$ cat config.mk
export PLATFORM = sky130hd
export DESIGN_NAME = mem_arbiter
export DESIGN_NICKNAME = d
export VERILOG_FILES = /design/src/rtl/mem_arbiter.sv
export SDC_FILE = /design/constraint.sdc
export NUM_CORES = 1
export LEC_CHECK = 0
export CAP_MARGIN = 15
export CORE_AREA = 2 2 104 106
export CTS_CLUSTER_SIZE = 8
export DETAILED_ROUTE_END_ITERATION = 7
export DIE_AREA = 0 0 106 108
export GPL_TIMING_DRIVEN = 0
export HOLD_SLACK_MARGIN = 0.02
export MAX_ROUTING_LAYER = met4
export RECOVER_POWER = 50
export SYNTH_ARGS = -nofsm -noshare
export SYNTH_HDL_FRONTEND = slang
export SYNTH_SLANG_ARGS = --single-unit
$ cat constraint.sdc
create_clock -name CLK -period 5 [get_ports CLK]
set_clock_uncertainty 0.1 [all_clocks]
set_input_delay 1 -clock CLK [delete_from_list [all_inputs] [get_ports CLK]]
set_output_delay 1 -clock CLK [all_outputs]
set_load 0.02 [all_outputs]
$ cat src/rtl/mem_arbiter.sv
// Arbitrates icache and dcache word requests onto one RAM port; dcache has priority,
// with a burst limit that lets a waiting icache in. Sticky flag records any RAM error.
module mem_arbiter #(
  parameter int WORD_W    = 32,
  parameter int MAX_BURST = 2,
  parameter int CNT_W     = 2
) (
  input  logic              CLK,
  input  logic              nRST,
  input  logic              iREN,
  input  logic [WORD_W-1:0] iaddr,
  output logic              iwait,
  output logic [WORD_W-1:0] iload,
  input  logic              dREN,
  input  logic              dWEN,
  input  logic [WORD_W-1:0] daddr,
  input  logic [WORD_W-1:0] dstore,
  output logic              dwait,
  output logic [WORD_W-1:0] dload,
  output logic              ramREN,
  output logic              ramWEN,
  output logic [WORD_W-1:0] ramaddr,
  output logic [WORD_W-1:0] ramstore,
  input  logic [WORD_W-1:0] ramload,
  input  logic [1:0]        ramstate,
  output logic              ram_error
);

  typedef enum logic [1:0] {IDLE, DSERVE, ISERVE} state_t;

  localparam logic [1:0]       RAM_ACCESS = 2'b10;
  localparam logic [1:0]       RAM_ERROR  = 2'b11;
  localparam logic [CNT_W-1:0] BURST_LAST = CNT_W'(MAX_BURST - 1);

  state_t           state, state_nxt;
  logic [CNT_W-1:0] cnt, cnt_nxt;
  logic             acc, dreq, burst_end;

  assign acc       = (ramstate == RAM_ACCESS);
  assign dreq      = dREN | dWEN;
  assign burst_end = (cnt == BURST_LAST);

  // Read data is a plain pass-through; qualified by the requester's wait going low.
  assign iload = ramload;
  assign dload = ramload;

  always_ff @(posedge CLK or negedge nRST) begin
    if (!nRST) begin
      state     <= IDLE;
      cnt       <= '0;
      ram_error <= 1'b0;
    end else begin
      state <= state_nxt;
      cnt   <= cnt_nxt;
      if (ramstate == RAM_ERROR)
        ram_error <= 1'b1;
    end
  end

  always_comb begin
    state_nxt = state;
    cnt_nxt   = cnt;
    iwait     = 1'b1;
    dwait     = 1'b1;
    ramREN    = 1'b0;
    ramWEN    = 1'b0;
    ramaddr   = '0;
    ramstore  = '0;
    unique case (state)
      IDLE: begin
        if (dreq) begin
          state_nxt = DSERVE;
          cnt_nxt   = '0;
        end else if (iREN) begin
          state_nxt = ISERVE;
        end
      end
      DSERVE: begin
        ramaddr  = daddr;
        ramstore = dstore;
        ramWEN   = dWEN;
        ramREN   = dREN & ~dWEN;
        dwait    = ~acc;
        if (!dreq) begin
          state_nxt = IDLE;
        end else if (acc) begin
          if (burst_end) begin
            cnt_nxt = '0;
            // Burst limit reached: hand one word to a waiting icache.
            if (iREN)
              state_nxt = ISERVE;
          end else begin
            cnt_nxt = cnt + CNT_W'(1);
          end
        end
      end
      ISERVE: begin
        ramaddr = iaddr;
        ramREN  = iREN;
        iwait   = ~acc;
        if (!iREN) begin
          state_nxt = IDLE;
        end else if (acc) begin
          if (dreq) begin
            state_nxt = DSERVE;
            cnt_nxt   = '0;
          end else begin
            state_nxt = IDLE;
          end
        end
      end
      default: state_nxt = IDLE;
    endcase
  end

endmodule
; ---- After elaboration in Yosys (flattened, before gate mapping)
; Cells that the tools add are included.
[classes]
n_eq_ne = 12
addsub = 1
mux = 22
n_reduce_logical = 4
n_bitwise = 4
[ops]
columns = op, count
row1 = $pmux 32 s2, 1
row2 = $mux 32, 1
row3 = $mux 2, 13
row4 = $pmux 2 s3, 2
row5 = $ne 3x3->1 const B, 3
row6 = $ne 2x2->1 const B, 4
row7 = $eq 2x2->1 const B, 3
row8 = $reduce_and 5->1, 1
row9 = $eq 2x1->1 const B, 2
row10 = $mux 1, 4
row11 = $reduce_and 3->1, 1
row12 = $reduce_bool 3->1, 1
row13 = $add 2x1->2 const B, 1
row14 = $logic_not 2->1, 1
row15 = $not 1->1, 2
row16 = $pmux 1 s2, 1
row17 = $and 1x1->1, 1
row18 = $or 1x1->1, 1
[totals]
reg_bits = 5
out_inout_bits = 133

; ---- Depth between registers and ports, before layout
[depth]
ltp_word = 5
mapped_depth = 7
mapped_depth_nobuf = 6

; ---- Least setup slack after synthesis
; No wires, ideal clock.
[synth_path]
path_kind = reg-to-output
start = reg state[0]
end = out ramaddr[0]
t_required_ps = 3900
setup_slack_ps = 2345
arrival_ps = 1555
stages_incl_launch_ff = 7
cell_sequence = dfrtp_1 -> inv_1 -> ha_1 -> clkbuf_1 -> buf_2 -> a22oi_1 -> nor2b_1
[synth_between]
elab_chain_len = 2
[synth_rtl]
columns = element, line_no
row1 = "start, declared", 35  ; state_t state, state_nxt;
row2 = "start signal, assigned", 53  ; state <= state_nxt;
row3 = $eq 2x2->1 or $eq 2x1->1 (tied branches), 69  ; unique case (state)
row4 = $pmux 32 s2 *, 69
row5 = "end, declared", 22  ; output logic [WORD_W-1:0] ramaddr,
; Every way passes the cells marked *; elsewhere a longest branch is shown, timed or not.

; ---- Worst setup path in the final report
[layout_path]
start = in ramstate[0]
end = out dwait
[layout_between]
elab_chain_len = 3
[layout_rtl]
columns = element, line_no
row1 = "start, declared", 25  ; input logic [1:0] ramstate,
row2 = $eq 2x2->1, 39  ; assign acc = (ramstate == RAM_ACCESS);
row3 = $not 1->1, 83  ; dwait = ~acc;
row4 = $mux 1, 69
row5 = "end, declared", 18  ; output logic dwait,
; No other way between the ends.

==> metrics <==
outcome=completed; DRT iter0 DRCs=65; via density per instance=3.87; Critical Path AT=2.59 ns; DR vias=roughly 2.3k; PortBufs=between 200 and 250; placed instance count=594; Syn. warnings=0; core area=10200 um^2; Post-DP HPWL=6.95 mm; num rows=37; cts hold-fix bufs=0; sequential share of the synthesized area=0.0786; Final Net Count=603; Netlist Area Pre-Place=between 1500 and 2000 um^2; asr flop ratio synth=1.00; post-route setup slack=1.31 ns; post_cts resized=0; Max Clock Freq=0.271 GHz; unique cell type count in the Yosys netlist=27; final non-filler cell total=598; initial antenna violation count=0; htree depth=1; EDFF count, synth=0; max_slew headroom=0.666; Slowest-stage cell, CP=clkdlybuf4s50_1; leading area contributor after synthesis=buf_4; RSZ-0062 raised after global routing=false; pre-CTS setup slack=1.37 ns; Slew @ Worst Pin=around 0.5 ns; number of global-route vias before repair=2360; Slew Limit Fails=0; crit path max fanout=6; minimum clock period=3.69 ns; first-pass GRT wire length=11.7 mm; initial core utilization=0.156; Mapped Nets=363; DR WL/cell=13.2 um; drt drc=0; top cell type's share of synthesized area=0.302; Die X=106 um; Critical Path Sink Type=primary output; critical path class=input port to primary output; slowest stage delay, CP=0.56 ns; Hold Crit Class=flip-flop to flip-flop; Total Die Area=~11000 um^2; total gr overflow=0; 1st-pass router iterations=4; leakage=1.64 nW; largest net degree at the start of global routing=11; Antenna Violating Nets Remaining=0; setup TNS=0 ns; Inserted Diodes=0; final hold violation count=0; Mapped Avg Cell Area=just over 7 um^2; number of CTS-inserted buffers=3; Worst EP required=3.90 ns; overall die height=108 um; Clock transition at path regs=0.04 ns; GPL Wtd Cong=0.763; MaxCap Viol Count=0; Sinks on Clock Net=5; Overall Global Routing Usage=0.128; Synth Instances=223; CP startpoint kind=input port; latest clock arrival within the worst-skew pair=0.22 ns; root buffer cell=clkbuf_8; Area contributors post-synth=buf_4 30%, a22oi_1 15%, and2_1 13%; Area Overhead vs Synth=160%; crit-path cells=dlygate4sd3_1 -> nor2b_1 -> nand2_1 -> clkdlybuf4s50_1; synthesized flop and latch total=5; PwrDens=335 nW/um^2; CTS tree=yes; share of cells above drive strength 1=0.156; Total Wirelength=7.91 mm; CTS max path bufs=2; Top Ports=around 270; Main synth FF type=dfrtp_1; Final period util=0.737; Peak VDD IR=138 uV; count of final setup violators=0; post-CTS setup buffer count=0
==> power breakdown <==
group | switching (W) | internal (W)
logic | 0.000628 | 0.000620
clock network | 0.0000195 | 0.0000547
registers | 0.0000148 | 0.0000511
==> cell type report <==
cell class	instances	area, um^2
well taps	136	170
flip-flops and latches	5	125
repair buffers	235	2350
clock buffers	4	45.0
multi-input cells	135	900
plain buffers	78	538
fillers	1052	6080
inverters	5	18.8
==> layout by cell type, fill, tap and decap left out, drive strengths merged, types with 7 or more instances in the layout <==
| master | netlist | layout |
|---|---|---|
| clkdlybuf4s50 | 0 | 171 |
| buf | 70 | 70 |
| dlygate4sd3 | 0 | 64 |
| and2 | 34 | 34 |
| nor2b | 33 | 33 |
| a22oi | 32 | 32 |
| clkbuf | 8 | 12 |
| nand2 | 7 | 7 |
==> kinds of logic after synthesis <==
logic type               Yosys count  share of synthesized area
buffers and inverters             83                      0.350
AO/OA/AOI/OAI                     48                      0.218
multiplexers                       1                    0.00942
adder cells (fa/ha/maj)            5                     0.0393
flip-flops                         5                     0.0786
AND/OR/NAND/NOR                   81                      0.306
==> routing by layer <==
| layer | part of all wire | up-vias | global-route usage |
|---|---|---|---|
| met5 | 0 | - | - |
| met4 | 0.0056 | 0 | 0.0207 |
| met3 | 0.055 | 4 | 0.0133 |
| met2 | 0.57 | 105 | 0.253 |
| met1 | 0.37 | 1047 | 0.141 |
| li1 | - | 1161 | - |
==> per-stage QoR <==
step	cell area [um^2]	power [W]	hold WS, ns	utilization
floorplan	1590	0.000770	0.358	-
global placement	4120	0.00134	0.351	0.402
detailed placement	4120	0.00135	0.357	0.402
CTS	4160	0.00143	0.367	0.407
global route	4150	0.00149	0.376	0.406
finish	4150	0.00139	0.357	0.406
==> registers in the layout, indices dropped and copies added, names as in the netlist <==
name / count
cnt: 2
state: 2
ram_error: 1
==> worst paths after layout <==
path | start | endpoint | slack [ns] | cells past startpoint
worst max-delay path | ramstate[0] | dwait | 1.31 | 4
max in group asynchronous | nRST | cnt[0]$_DFFE_PN0P_ | 3.62 | 1
worst min-delay path | ram_error$_DFFE_PN0N_ | ram_error$_DFFE_PN0N_ | 0.36 | 1
worst min register to register | ram_error$_DFFE_PN0N_ | ram_error$_DFFE_PN0N_ | 0.36 | 1
min in group asynchronous | nRST | ram_error$_DFFE_PN0N_ | 0.98 | 1
worst max register to register | state[0]$_DFFE_PN0P_ | cnt[0]$_DFFE_PN0P_ | 3.04 | 5
==> critical path, delay by kind of cell <==
kind / cells / cell delay, ns
buffers and inverters: 2 / 1.11
and+or+nand+nor: 2 / 0.47
==> Yosys cell counts (all sizes together), types with 4 or more instances <==
library cell  count
nor2b            33
ha                5
nor2              4
inv               5
a22oi            32
buf              70
o21ai             4
nand2             7
dfrtp             5
clkbuf            8
a21oi             5
and2             34
No activity file was read; power rests on OpenSTA's default activity.
